$ cat config.mk
export PLATFORM = sky130hd
export DESIGN_NAME = fetch_ctrl
export DESIGN_NICKNAME = d
export VERILOG_FILES = /design/src/rtl/fetch_pkg.sv /design/src/rtl/fetch_ctrl_pc_incr.sv /design/src/rtl/fetch_ctrl.sv
export SDC_FILE = /design/constraint.sdc
export NUM_CORES = 1
export LEC_CHECK = 0
export CORE_UTILIZATION = 39
export DETAILED_ROUTE_END_ITERATION = 12
export PLACE_DENSITY = 0.81
export SETUP_SLACK_MARGIN = 0.5
export SYNTH_ARGS = -nofsm -noshare
export SYNTH_HDL_FRONTEND = slang
export SYNTH_SLANG_ARGS = --single-unit
$ cat constraint.sdc
create_clock -name clk -period 3.8 [get_ports clk]
set_input_delay 0.57 -clock clk [delete_from_list [all_inputs] [get_ports clk]]
set_output_delay 0.57 -clock clk [all_outputs]
set_load 0.03 [all_outputs]
$ cat src/rtl/fetch_pkg.sv
// Shared definitions for the instruction-fetch controller.
//   DEF_ADDR_W / DEF_DATA_W : default PC and instruction widths
//   DEF_PC_INC              : sequential PC step (word-addressed memory)
//   state_t                 : fetch FSM state encoding
//   pc_sel_t                : next-PC source select
package fetch_pkg;

    localparam int unsigned DEF_ADDR_W = 16;
    localparam int unsigned DEF_DATA_W = 16;
    localparam int unsigned DEF_PC_INC = 1;

    typedef enum logic [1:0] {
        FETCH = 2'd0,
        HOLD  = 2'd1,
        HALT  = 2'd2
    } state_t;

    typedef enum logic [1:0] {
        PC_KEEP  = 2'd0,
        PC_SEQ   = 2'd1,
        PC_REDIR = 2'd2
    } pc_sel_t;

endpackage

$ cat src/rtl/fetch_ctrl_pc_incr.sv
// Combinational next-PC select: hold, sequential step or redirect target.
//   pc_cur    : current PC register value
//   target    : redirect target
//   sel       : source select
//   pc_next_c : selected next PC (wraps modulo 2^ADDR_W)
module pc_incr
    import fetch_pkg::*;
#(
    parameter int unsigned ADDR_W = DEF_ADDR_W,
    parameter int unsigned PC_INC = DEF_PC_INC
) (
    input  logic [ADDR_W-1:0] pc_cur,
    input  logic [ADDR_W-1:0] target,
    input  pc_sel_t           sel,
    output logic [ADDR_W-1:0] pc_next_c
);

    always_comb begin
        pc_next_c = pc_cur;
        case (sel)
            PC_SEQ:   pc_next_c = pc_cur + ADDR_W'(PC_INC);
            PC_REDIR: pc_next_c = target;
            default:  pc_next_c = pc_cur;
        endcase
    end

endmodule

$ cat src/rtl/fetch_ctrl.sv
// Instruction-fetch controller: reads instruction memory at the current PC,
// presents each instruction on a valid/ready port, drives the PC register
// write port, and handles branch redirects and halt.
//   clk, rst                     : clock, synchronous active-low reset
//   pc_cur / pc_wrt / pc_next    : PC register read value and write port
//   imem_req/addr/ack/rdata      : instruction memory read handshake
//   instr_valid/ready/out/pc     : downstream instruction port
//   redirect / redirect_target   : one-cycle branch request
//   halt / halted                : stop request level / idle indication
module fetch_ctrl
    import fetch_pkg::*;
#(
    parameter int unsigned ADDR_W = DEF_ADDR_W,
    parameter int unsigned DATA_W = DEF_DATA_W,
    parameter int unsigned PC_INC = DEF_PC_INC
) (
    input  logic              clk,
    input  logic              rst,
    input  logic [ADDR_W-1:0] pc_cur,
    output logic              pc_wrt,
    output logic [ADDR_W-1:0] pc_next,
    output logic              imem_req,
    output logic [ADDR_W-1:0] imem_addr,
    input  logic              imem_ack,
    input  logic [DATA_W-1:0] imem_rdata,
    output logic              instr_valid,
    input  logic              instr_ready,
    output logic [DATA_W-1:0] instr_out,
    output logic [ADDR_W-1:0] instr_pc,
    input  logic              redirect,
    input  logic [ADDR_W-1:0] redirect_target,
    input  logic              halt,
    output logic              halted
);

    state_t            state_q, state_d;
    logic              squash_q, squash_d;
    logic              capture_c;
    logic              req_c;
    pc_sel_t           sel_c;
    logic [ADDR_W-1:0] pc_sel_c;

    // State and registered outputs
    always_ff @(posedge clk) begin
        if (!rst) begin
            state_q     <= FETCH;
            squash_q    <= 1'b0;
            instr_valid <= 1'b0;
            instr_out   <= '0;
            instr_pc    <= '0;
            halted      <= 1'b0;
        end else begin
            state_q     <= state_d;
            squash_q    <= squash_d;
            instr_valid <= (state_d == HOLD);
            halted      <= (state_d == HALT);
            if (capture_c) begin
                instr_out <= imem_rdata;
                instr_pc  <= pc_cur;
            end
        end
    end

    // Next state, squash flag and next-PC source
    always_comb begin
        state_d   = state_q;
        squash_d  = squash_q;
        capture_c = 1'b0;
        req_c     = 1'b0;
        sel_c     = PC_KEEP;
        case (state_q)
            FETCH: begin
                req_c = 1'b1;
                if (imem_ack) begin
                    if (redirect) begin
                        // Data belongs to the old path; refetch at the target.
                        sel_c    = PC_REDIR;
                        squash_d = 1'b0;
                    end else if (squash_q) begin
                        squash_d = 1'b0;
                    end else begin
                        sel_c     = PC_SEQ;
                        capture_c = 1'b1;
                        state_d   = HOLD;
                    end
                end else if (redirect) begin
                    // The outstanding read can't be retracted; drop its data.
                    sel_c    = PC_REDIR;
                    squash_d = 1'b1;
                end
            end
            HOLD: begin
                if (redirect) begin
                    sel_c   = PC_REDIR;
                    state_d = halt ? HALT : FETCH;
                end else if (instr_ready) begin
                    state_d = halt ? HALT : FETCH;
                end
            end
            HALT: begin
                if (redirect) begin
                    sel_c = PC_REDIR;
                end
                if (!halt) begin
                    state_d = FETCH;
                end
            end
            default: begin
                state_d = FETCH;
            end
        endcase
    end

    pc_incr #(
        .ADDR_W (ADDR_W),
        .PC_INC (PC_INC)
    ) u_pc_incr (
        .pc_cur    (pc_cur),
        .target    (redirect_target),
        .sel       (sel_c),
        .pc_next_c (pc_sel_c)
    );

    // PC register clears whenever pc_wrt is low, i.e. while in reset.
    assign pc_wrt    = rst;
    assign pc_next   = rst ? pc_sel_c : '0;
    assign imem_req  = rst & req_c;
    assign imem_addr = pc_cur;

endmodule
Yosys cells after proc, flatten, opt, wreduce, memory -nomap -nowiden. Index checks and enable logic that the tools add are counted. W data, S select, Z words.

Bits in registers: 37. Bits of input ports: 54. Output and inout bits: 68.

Add/subtract/negate cells: 1. Eq/ne operators: 6. Mux-type cells: 22. Bitwise gates (word level): 1. Reduce and logical (&&, ||, !) cells: 4.

Operators with widths (count): $pmux W16 S2 (1); $mux W2 (10); $add A16 B1 Y16 const B (1); $mux W16 (1); $mux W1 (8); $eq A2 B1 Y1 const B (3); $eq A2 B2 Y1 const B (3); $pmux W2 S3 (1); $pmux W2 S2 (1); $logic_not A2 Y1 (1); $reduce_and A2 Y1 (1); $reduce_bool A2 Y1 (1); $reduce_or A2 Y1 (1); $and A1 B1 Y1 (1).

Depth between registers and ports, before layout. Gate-level depths: netlist (run 1).

Depth in word-level cells: 7. Depth in mapped cells: 13. Mapped depth without buffers: 10.

Hierarchy. A second synthesis (run 1) with hierarchy kept.

Cell total of the unflattened synthesis: 315. Area, all modules: 2426.1 sq um.

By module, submodules not included: fetch_ctrl (instances 1, cells an instance 208, area an instance 1710.4 sq um); pc_incr (instances 1, cells an instance 107, area an instance 715.7 sq um).

Worst setup path after synthesis (run 1). OpenSTA, ideal clock, no wires.

Path type: register -> output. Start point: register state_q[0]. End point: output pc_next[10]. Arrival: 3.709 ns. Required time: 3.230 ns. Setup slack: -0.479 ns. Cell stages (with the launch flop): 12. Buffers on the path: 3. Path through: dfxtp_1 > inv_1 > ha_1 > nor4bb_1 > clkbuf_1 > buf_2 > nand2_1 > ha_1 > clkbuf_1 > a21oi_1 > and3_1 > a2111oi_0.

Cells in the longest elaborated chain, start to end: 6. Elaborated cells between the ends (all ways): 9. Classes of those cells: eq/ne (4); mux (3); reduce/logical (2).

RTL lines: from (decl) (RTL line fetch_ctrl.sv:36) `state_t state_q, state_d;`; from (signal assigned) (RTL line fetch_ctrl.sv:53) `state_q <= state_d;`; $eq A2 B2 Y1 / $eq A2 B1 Y1 (equally long branches) (RTL line fetch_ctrl.sv:71) `case (state_q)`; $reduce_or A2 Y1 (no source line); $pmux W2 S2 (*) (RTL line fetch_ctrl.sv:71); $eq A2 B2 Y1 / $eq A2 B1 Y1 (equally long branches) (RTL line fetch_ctrl_pc_incr.sv:20) `case (sel)`; $pmux W16 S2 (*) (RTL line fetch_ctrl_pc_incr.sv:20); $mux W16 (*) (RTL line fetch_ctrl.sv:126) `assign pc_next = rst ? pc_sel_c : '0;`; to (decl) (RTL line fetch_ctrl.sv:21) `output logic [ADDR_W-1:0] pc_next,`.

Every way passes the cells marked *; elsewhere a longest branch is shown, timed or not.

Final worst setup path (run 1).
Start point: register state_q[1]. End point: output pc_next[13].

The elaborated chain is that of the path after synthesis.

==> metrics.md, run 1 <==
| Metric | Value |
|---|---|
| Outcome | `finished, final reports clean` |
| Buffer depth of the longest clock path | `2` |
| Warnings, synthesis | `0` |
| DRT Wirelength | `7810 um` |
| VDD IR max | `0.166 mV` |
| Delay of the slowest critical-path stage | `0.35 ns` |
| Final nets | `489` |
| Die H | `77.6 um` |
| CP endpoint kind | `primary output` |
| Storage cell area | `746 um2` |
| # setup viols final | `0` |
| Worst R2R End | `instr_valid` |
| R2R depth | `8` |
| Worst-margin pin slew | `0.475 ns` |
| Clock Sinks | `37` |
| Leak | `1.39 nW` |
| Fin. Hold Viols | `0` |
| Share of cells above drive strength 1 | `0.170` |
| Worst Hold Class | `register to register` |
| # DRC | `0` |
| P_sw | `0.425 mW` |
| Hold_buf cts | `0` |
| Maximum fanout along the worst path | `9` |
| Critical path cell sequence | `inv_2, ha_4, nor4bb_4, nand2_2, inv_2, ha_4, buf_6, buf_4, clkinvlp_4, nor4_2, a22oi_1, o221ai_2, buf_6` |
| Die area | `6020 um2` |
| Max_cap viols | `0` |
| DRT Pass-1 Iters | `4` |
| Setup slack after layout | `0.500 ns` |
| Gr ovfl total | `0` |
| CP startpoint | `state_q[1]` |
| Req. time, crit path | `3.23 ns` |
| Setup WS pre-CTS | `0.00772 ns` |
| Port bufs | `121` |
| Largest net degree at the start of global routing | `34` |
| Initial Util | `0.405` |
| Wire length per cell | `15.6 um` |
| Core ar. | `5510 um2` |
| Startpoint types | `register` |
| Initial antenna violation count | `0` |
| Cts bufs inserted | `5` |
| Reg clk slew, reported paths | `0.07 ns` |
| Fmax | `0.303 GHz` |
| Routability congestion estimate | `0.963` |
| ANT nets after route | `0` |
| Row count | `27` |
| Share of power burned in registers | `0.347` |
| Synth async-reset ratio | `0` |
| Synth Area per Inst | `7.17 um2` |
| Register area share after synthesis | `0.332` |
| Post-synth EDFFs | `0` |
| Top FF cell, synth | `dfxtp_1` |
| Via count | `2,757` |
| Fillers | `453` |
| Footprint of the multi-input gates | `1390 um2` |
| CP arrival | `2.73 ns` |
| Reg2reg start | `state_q[1]` |
| Slowest-stage cell, CP | `nor4bb_4` |
| DRT iter0 DRCs | `169` |
| Skew final | `0.00269 ns` |
| Layout area overhead | `68.3%` |
| Skew-Pair Late Insertion Delay | `0.28 ns` |
| HPWL Detailed | `5500 um` |
| CTS tree | `done` |
| Slew margin rel. | `0.681` |
| Cell Area, Synth | `2230 um2` |
| Via density | `5.50` |
| I/O pin count | `122` |
| Flop-to-flop setup slack | `1.88 ns` |
| Syn Inst Count | `311` |
| Depth of the CTS H-tree | `2` |
| Cell Pwr Density | `326 nW/um2` |
| Clock Power Share | `0.241` |
| Switching part of the total | `0.348` |
| Root Buffer | `clkbuf_8` |
| Comb pwr share | `0.412` |
| ANT cells | `0` |
| Die W | `77.6 um` |
| RSZ-0062 raised after global routing | `false` |
| Internal power | `0.796 mW` |
| Max Slew Vio Count | `0` |
| First-pass GRT wire length | `12,000 um` |
| Gr usage total | `0.249` |
| Post-synth cell types | `46` |
| Post-synthesis net count | `372` |
| Post-layout minimum cycle time | `3.30 ns` |
| Critical path class | `register to primary output` |
| Synth Register Bits | `37` |
| Vias in the first global route | `2,540` |
| Tcrit/Tclk final | `0.868` |
| Setup TNS | `0 ns` |
| Critical Path Sink | `pc_next[13]` |
[synth_stat cells, drive strengths merged (5+ instances only)]
library cell,instances,area [um2]
a21oi,44,220
a31oi,6,37.5
and2,6,37.5
buf,20,143
clkbuf,16,60.1
dfxtp,37,741
ha,7,87.6
inv,10,37.5
nand2,81,304
nand3,5,30.0
nand4,5,37.5
nor2,12,45.0
o21ai,9,45.0
[layout make-up]
type                       instances  share of cell area
timing repair buffer             146               0.367
clock inverter                     1             0.00133
tap                               72              0.0240
sequential                        37               0.199
inverter                          11              0.0137
clock buffer                       7              0.0257
multi-input combinational        227               0.369
[critical path: cells and delay by family, from the launching register on]
kind | cells | cell delay, ns
adders and majority gates | 2 | 0.32
AOI/OAI and AO/OA | 2 | 0.31
and+or+nand+nor | 3 | 0.76
DFF | 1 | 0.33
buffers and inverters | 6 | 0.73
[per-layer routing]
| metal | routed length [um] | vias to the layer above | GRT usage | share of wire |
|---|---|---|---|---|
| met5 | 0 | - | 0 | 0 |
| met4 | 103 | 0 | 0.0623 | 0.013 |
| met3 | 808 | 13 | 0.0788 | 0.10 |
| met2 | 3780 | 158 | 0.426 | 0.48 |
| met1 | 3120 | 1278 | 0.299 | 0.40 |
| li1 | - | 1308 | - | - |
[state kept, by name (all words and copies together) (netlist names)]
signal       cells
instr_valid      1
instr_out       16
instr_pc        16
squash_q         1
state_q          2
halted           1
[through the flow]
| step | area (um2) | instances | total power, mW | util | hold WS [ns] |
|---|---|---|---|---|---|
| after detailed placement | 3530 | 487 | 0.908 | 0.641 | 0.447 |
| after CTS | 3660 | 495 | 1.21 | 0.664 | 0.457 |
| final | 3750 | 501 | 1.22 | 0.681 | 0.455 |
| after global placement | 3530 | 487 | 0.900 | 0.641 | 0.441 |
| after global routing | 3750 | 501 | 1.29 | 0.681 | 0.475 |
| after floorplan | 2310 | 311 | 0.702 | - | 0.507 |
[power groups by stage]
stage               combinational (mW)  sequential [mW]  clock (mW)
global route                     0.534            0.426       0.328
detailed placement               0.477            0.431           0
floorplan                        0.233            0.469           0
CTS                              0.480            0.423       0.303
finish                           0.503            0.423       0.295
global placement                 0.470            0.430           0
[timing repair]
| item | CTS | global route |
|---|---|---|
| pin swaps | 0 | 8 |
| buffers inserted | 0 | 6 |
| resized for setup | 14 | 13 |
| endpoints found under the setup margin | 14 | 11 |
[placed cells by master, fill, tap and decap left out, drive strengths merged, types with 4 or more instances in the layout]
| cell | synthesis | layout |
|---|---|---|
| dfxtp | 37 | 37 |
| buf | 20 | 37 |
| clkbuf | 16 | 7 |
| o31a | 4 | 4 |
| a21oi | 44 | 44 |
| dlygate4sd2 | 0 | 6 |
| nand4 | 5 | 5 |
| nor2 | 12 | 12 |
| nand2 | 81 | 81 |
| a31oi | 6 | 6 |
| o21ai | 9 | 9 |
| nand3 | 5 | 5 |
| inv | 10 | 8 |
| a22oi | 4 | 4 |
| ha | 7 | 7 |
| and2 | 6 | 6 |
| nor4 | 4 | 4 |
| clkdlybuf4s50 | 0 | 103 |
[how the worst min path moves through the flow]
stage                        startpoint            end  slack (ns)  depth (start not counted)
after floorplan                squash_q       squash_q        0.51                          2
after global placement      instr_pc[7]    instr_pc[7]        0.44                          2
after detailed placement   instr_out[6]   instr_out[6]        0.45                          2
after CTS                  instr_pc[10]   instr_pc[10]        0.46                          2
after global routing      instr_out[10]  instr_out[10]        0.47                          2
final                     instr_out[15]  instr_out[15]        0.46                          2
[kinds of logic after synthesis]
logic type      after synthesis  synth area share
fa+ha+maj                     7            0.0393
buf+inv                      47             0.109
compound gates               89             0.247
simple gates                131             0.272
flops                        37             0.332
Note: power is estimated with default switching activity, not from simulation.
==> run 2, diff against run 1 <==
- CORE_MARGIN: default -> 2
==> run 2 against run 1 <==
Clock power is 20% higher. Sequential cell count unchanged. Cell count fell by 1.8%. Core utilization shrank 1.3 points. Non-clock buffer count shrank 9. Total power increased by 3.5%. Register-to-register slack got worse by 0.18 ns. First-iteration DRC count up 2.4%. Maximum frequency is 3.2% higher. Sequential power hardly changed. Global-route usage is 0.88 points lower. Highest routed layer unchanged.
==> metrics.md, run 2 (synthesis gave the netlist of run 1 again) <==
| Metric | Value |
|---|---|
| CP endpoint kind | `primary output (unchanged)` |
| Worst Hold Class | `register to register (unchanged)` |
| DRT Wirelength | `7520 um (was 7810 um)` |
| Via density | `5.34 (was 5.50)` |
| Routability congestion estimate | `0.967 (was 0.963)` |
| Worst-margin pin slew | `1.24 ns (was 0.475 ns)` |
| Internal power | `0.838 mW (was 0.796 mW)` |
| CP arrival | `2.63 ns (was 2.73 ns)` |
| Flop-to-flop setup slack | `1.70 ns (was 1.88 ns)` |
| Max_cap viols | `0 (unchanged)` |
| Post-layout minimum cycle time | `3.20 ns (was 3.30 ns)` |
| HPWL Detailed | `5540 um (was 5500 um)` |
| Die H | `79.6 um (was 77.6 um)` |
| Reg clk slew, reported paths | `0.07 ns (about the same)` |
| Via count | `2,629 (was 2,757)` |
| Hold Slack | `0.453 ns (was 0.455 ns)` |
| Clock Power Share | `0.280 (was 0.241)` |
| PnR Total Power | `1.26 mW (was 1.22 mW)` |
| Setup TNS | `0 ns (unchanged)` |
| Die area | `6330 um2 (was 6020 um2)` |
| Clock Sinks | `37 (unchanged)` |
| # DRC | `0 (unchanged)` |
| Cts bufs inserted | `5 (unchanged)` |
| Gr usage total | `0.240 (was 0.249)` |
| Initial antenna violation count | `0 (unchanged)` |
| Top Registers | `instr_out: 16 flops, instr_pc: 16 flops, state_q: 2 flops (unchanged)` |
| Cell Pwr Density | `343 nW/um2 (was 326 nW/um2)` |
| Core ar. | `5510 um2 (unchanged)` |
| Buffer depth of the longest clock path | `2 (unchanged)` |
| Final nets | `480 (was 489)` |
| Comb pwr share | `0.385 (was 0.412)` |
| RSZ-0062 raised after global routing | `false (unchanged)` |
| CTS tree | `done (unchanged)` |
| Most common cell after layout, fill and taps aside | `clkdlybuf4s50_1 (unchanged)` |
| Critical path class | `primary input to primary output (was register to primary output)` |
| Share of power burned in registers | `0.335 (was 0.347)` |
| Maximum fanout along the worst path | `5 (was 9)` |
| Row count | `27 (unchanged)` |
| Max Slew Vio Count | `0 (unchanged)` |
| Largest net degree at the start of global routing | `34 (unchanged)` |
| Layout area overhead | `65.1% (was 68.3%)` |
| Leak | `1.36 nW (was 1.39 nW)` |
| Skew-Pair Late Insertion Delay | `0.29 ns (was 0.28 ns)` |
| Wire length per cell | `15.3 um (was 15.6 um)` |
| Die W | `79.6 um (was 77.6 um)` |
| DRT Pass-1 Iters | `4 (unchanged)` |
| Switching part of the total | `0.337 (was 0.348)` |
| P_sw | `0.425 mW (about the same)` |
| Initial Util | `0.405 (unchanged)` |
| Vias in the first global route | `2,542 (was 2,540)` |
| Port bufs | `121 (unchanged)` |
| DRT iter0 DRCs | `173 (was 169)` |
| Gr ovfl total | `0 (unchanged)` |
| # setup viols final | `0 (unchanged)` |
| Fin. Hold Viols | `0 (unchanged)` |
| Most frequent cells in the layout | `clkdlybuf4s50_1, nand2_1, a21oi_1, dfxtp_1, buf_4 (unchanged)` |
| Fmax | `0.313 GHz (was 0.303 GHz)` |
| Req. time, crit path | `3.23 ns (about the same)` |
| I/O pin count | `122 (unchanged)` |
| Root Buffer | `clkbuf_8 (unchanged)` |
| Share of cells above drive strength 1 | `0.143 (was 0.170)` |
| ANT nets after route | `0 (unchanged)` |
| Depth of the CTS H-tree | `2 (unchanged)` |
| ANT cells | `0 (unchanged)` |
| Tcrit/Tclk final | `0.841 (was 0.868)` |
| Skew final | `0.00667 ns (was 0.00269 ns)` |
| First-pass GRT wire length | `12,100 um (was 12,000 um)` |
| VDD IR max | `0.190 mV (was 0.166 mV)` |
| Startpoint types | `primary input (was register)` |
| Slew margin rel. | `0.168 (was 0.681)` |
| Outcome | `finished, final reports clean (unchanged)` |
-- run 2: worst paths after layout --
kind / from / to / cells after the start
worst max-delay path: redirect / pc_next[9] / 9
worst min-delay path: instr_pc[10] / instr_pc[10] / 2
worst max register to register: state_q[0] / instr_out[6] / 6
worst min register to register: instr_pc[10] / instr_pc[10] / 2
-- run 2: cell type report --
cell class,count,area [um2]
Clock buffer,6,82.6
Clock inverter,2,37.5
Fill cell,467,1830
Inverter,11,41.3
Multi-Input combinational cell,227,1370
Sequential cell,37,743
Tap cell,72,90.1
Timing Repair Buffer,137,1320
-- run 2: through the flow --
step                      cell area [um2]  setup WS (ns)   util  std cells
after detailed placement             3530         0.0269  0.640        483
after floorplan                      2310          0.450      -        311
after global routing                 3680          0.500  0.668        492
after CTS                            3680          0.547  0.669        492
final                                3680          0.603  0.668        492
after global placement               3530         0.0686  0.640        483
-- run 2: power by group through the flow --
| stage | Combinational [mW] | Clock, mW | Sequential (mW) |
|---|---|---|---|
| finish | 0.486 | 0.354 | 0.424 |
| global placement | 0.475 | 0 | 0.430 |
| detailed placement | 0.479 | 0 | 0.432 |
| floorplan | 0.233 | 0 | 0.469 |
| CTS | 0.486 | 0.358 | 0.423 |
| global route | 0.521 | 0.373 | 0.426 |
-- run 2: worst max-delay path, cell delays in order --
cell	delay, ns
dlygate4sd2_1	0.27
nor4bb_4	0.30
nand2_2	0.12
ha_4	0.27
nand2b_1	0.16
buf_4	0.16
or4_4	0.49
a31oi_4	0.15
buf_6	0.15
-- run 2: what timing repair did --
item,in CTS,in global routing
buffers inserted,1,0
pin swaps,4,2
endpoints found under the setup margin,14,8
resized for setup,15,3
hold buffers,0,0
-- run 2: routing by layer --
metal / routed length (um) / vias up / GRT usage
met5: 0 / - / 0
met4: 72 / 0 / 0.0690
met3: 678 / 7 / 0.0656
met2: 3530 / 132 / 0.392
met1: 3240 / 1199 / 0.309
li1: - / 1291 / -
==> run 3, diff against run 2 <==
- CORE_UTILIZATION: 39 -> 35
- PLACE_DENSITY: 0.81 -> 0.76
- clock period: 3.8 -> 2.7 ns (I/O delays scaled with it)
==> run 3 against run 2 <==
The flow now finishes with violations (setup timing). Die area up 11%. Design area rose by 19%. Sequential power rose by 40%. Via count grew 11%. Sequential share of layout area shrank 3.3 points. Core utilization up 3.6 points. Non-clock buffer count is 39 higher. Highest routed layer unchanged.
==> metrics.md, run 3 (synthesis gave the netlist of run 1 again) <==
| Metric | Value |
|---|---|
| Outcome | `complete, but fails checks (was finished, final reports clean)` |
| Failing checks | `setup timing` |
| Post-DP Area | `3770 um2 (was 3530 um2)` |
| Routability congestion estimate | `0.895 (was 0.967)` |
| Max Used Layer | `met4 (unchanged)` |
| CP endpoint kind | `primary output (unchanged)` |
| Buffer depth of the longest clock path | `2 (unchanged)` |
| Fillers | `463 (was 467)` |
| ANT cells | `0 (unchanged)` |
| HPWL Detailed | `5970 um (was 5540 um)` |
| Cell Pwr Density | `439 nW/um2 (was 343 nW/um2)` |
| Worst Hold Class | `register to register (unchanged)` |
| Critical path cell sequence | `inv_2, ha_4, o211ai_1, inv_1, ha_4, buf_6, buf_6, a21oi_4, and3_4, a2111oi_4, buf_6 (was dlygate4sd2_1, nor4bb_4, nand2_2, ha_4, nand2b_1, buf_4, or4_4, a31oi_4, buf_6)` |
| Top Registers | `instr_out: 16 flops, instr_pc: 16 flops, state_q: 2 flops (unchanged)` |
| Skew-Pair Late Insertion Delay | `0.28 ns (was 0.29 ns)` |
| # DRC | `0 (unchanged)` |
| Wire length per cell | `17.0 um (was 15.3 um)` |
| P_sw | `0.685 mW (was 0.425 mW)` |
| Largest net degree at the start of global routing | `34 (unchanged)` |
| Post-route cell area | `4400 um2 (was 3680 um2)` |
| DR WL met3 | `533 um (was 678 um)` |
| Layout area overhead | `97.2% (was 65.1%)` |
| Slew margin rel. | `0.599 (was 0.168)` |
| Buffers & Inverters on Critical Path | `5 (was 3)` |
| Hold_buf cts | `0 (unchanged)` |
| Tcrit/Tclk final | `1.08` |
| Switching part of the total | `0.355 (was 0.337)` |
| ANT nets after route | `0 (unchanged)` |
| Initial antenna violation count | `0 (unchanged)` |
| Slowest-stage cell, CP | `dfxtp_2 (was or4_4)` |
| Core ar. | `6240 um2 (was 5510 um2)` |
| Skew final | `0.00495 ns (was 0.00667 ns)` |
| Storage cell area | `743 um2 (unchanged)` |
| DRT Pass-1 Iters | `5 (was 4)` |
| Cts bufs inserted | `5 (unchanged)` |
| Footprint of the multi-input gates | `1660 um2 (was 1370 um2)` |
| Delay of the slowest critical-path stage | `0.35 ns (was 0.49 ns)` |
| Clock Sinks | `37 (unchanged)` |
| Gr ovfl total | `0 (unchanged)` |
| DRT iter0 DRCs | `251 (was 173)` |
| Via density | `5.42 (was 5.34)` |
| I/O pin count | `122 (unchanged)` |
| CP arrival | `2.50 ns (was 2.63 ns)` |
| Most common cell after layout, fill and taps aside | `clkdlybuf4s50_1 (unchanged)` |
| Most used cell, CP | `buf_6` |
| Die H | `83.8 um (was 79.6 um)` |
| Reg clk slew, reported paths | `0.07 ns (about the same)` |
| Most frequent cells in the layout | `clkdlybuf4s50_1, nand2_1, buf_4, a21oi_1, dfxtp_1 (was clkdlybuf4s50_1, nand2_1, a21oi_1, dfxtp_1, buf_4)` |
| DRT Wirelength | `9090 um (was 7520 um)` |
| RSZ-0062 raised after global routing | `true (was false)` |
| Startpoint types | `register (was primary input)` |
| Comb pwr share | `0.474 (was 0.385)` |
| Worst-margin pin slew | `0.597 ns (was 1.24 ns)` |
| Setup slack after layout | `-0.210 ns (was 0.603 ns)` |
| Die area | `7020 um2 (was 6330 um2)` |
| Req. time, crit path | `2.30 ns (was 3.23 ns)` |
| Max Slew Vio Count | `0 (unchanged)` |
| Depth of the CTS H-tree | `2 (unchanged)` |
| Die W | `83.8 um (was 79.6 um)` |
| Clock Power Share | `0.218 (was 0.280)` |
| Share of power burned in registers | `0.308 (was 0.335)` |
| Via count | `2,907 (was 2,629)` |
| # setup viols final | `16 (was 0)` |
| Critical path class | `register to primary output (was primary input to primary output)` |
| Row count | `29 (was 27)` |
| Post-layout minimum cycle time | `2.91 ns` |
| Fmax | `0.344 GHz` |
| Max_cap viols | `0 (unchanged)` |
| Root Buffer | `clkbuf_8 (unchanged)` |
| Port bufs | `121 (unchanged)` |
| Vias in the first global route | `2,645 (was 2,542)` |
| CP top delay family | `buffers and inverters (was simple AND/OR/NAND/NOR gates)` |
| First-pass GRT wire length | `13,300 um (was 12,100 um)` |
| Leak | `1.68 nW (was 1.36 nW)` |
| CTS tree | `done (unchanged)` |
| Setup TNS | `-2.03 ns (was 0 ns)` |
| Share of cells above drive strength 1 | `0.316 (was 0.143)` |
| Final nets | `519 (was 480)` |
| VDD IR max | `0.326 mV (was 0.190 mV)` |
| Internal power | `1.24 mW (was 0.838 mW)` |
| Maximum fanout along the worst path | `4 (was 5)` |
| Met2 WL | `4690 um (was 3530 um)` |
| Initial Util | `0.357 (was 0.405)` |
| Fin. Hold Viols | `0 (unchanged)` |
| Routed met1 length | `3650 um (was 3240 um)` |
| Gr usage total | `0.231 (was 0.240)` |
run 3: path summary, 6_finish.rpt:
kind / start / end / slack [ns] / cells after the start
worst max-delay path: state_q[0] / pc_next[10] / -0.21 / 11
worst min-delay path: instr_out[13] / instr_out[13] / 0.46 / 2
worst max register to register: state_q[0] / instr_valid / 0.98 / 7
worst min register to register: instr_out[13] / instr_out[13] / 0.46 / 2
run 3: tightest hold or removal path, cell delays in order (launching register included):
cell and delay [ns]:
dfxtp_1 0.31, nand2_1 0.05, a21oi_1 0.05
run 3: final cells by class:
class                           instances  share of cell area
Clock buffer                            7              0.0219
Clock inverter                          1             0.00114
Inverter                               11              0.0117
Multi-Input combinational cell        227               0.377
Sequential cell                        37               0.169
Tap cell                               77              0.0219
Timing Repair Buffer                  176               0.397
run 3: power by group through the flow:
| stage | Sequential (mW) | Clock, mW | Combinational [mW] |
|---|---|---|---|
| 2_1_floorplan | 0.661 | 0 | 0.387 |
| 3_3_place_gp | 0.606 | 0 | 0.735 |
| 3_5_place_dp | 0.607 | 0 | 0.745 |
| 4_1_cts | 0.595 | 0.430 | 0.826 |
| 5_1_grt | 0.598 | 0.458 | 0.960 |
| 6_report | 0.595 | 0.420 | 0.914 |
run 3: routing by layer:
layer,global-route usage,vias to the layer above
li1,-,1369
met1,0.301,1370
met2,0.392,143
met3,0.0326,25
met4,0.0792,0
met5,0,-
run 3: what timing repair did:
| action | 4_1_cts | 5_1_grt |
|---|---|---|
| gates cloned | 0 | 1 |
| pin swaps | 15 | 21 |
| endpoints found under the setup margin | 20 | 19 |
| setup buffers | 11 | 9 |
| gates resized for setup | 45 | 42 |
run 3: stage by stage:
stage	hold slack [ns]	worst slack [ns]	cells	power (mW)	utilization
final	0.456	-0.210	536	1.93	0.704
after global routing	0.476	-0.298	536	2.02	0.704
after CTS	0.458	-0.211	526	1.85	0.660
after detailed placement	0.447	-0.315	507	1.35	0.604
after global placement	0.441	-0.276	507	1.34	0.604
after floorplan	0.505	0.00405	311	1.05	-
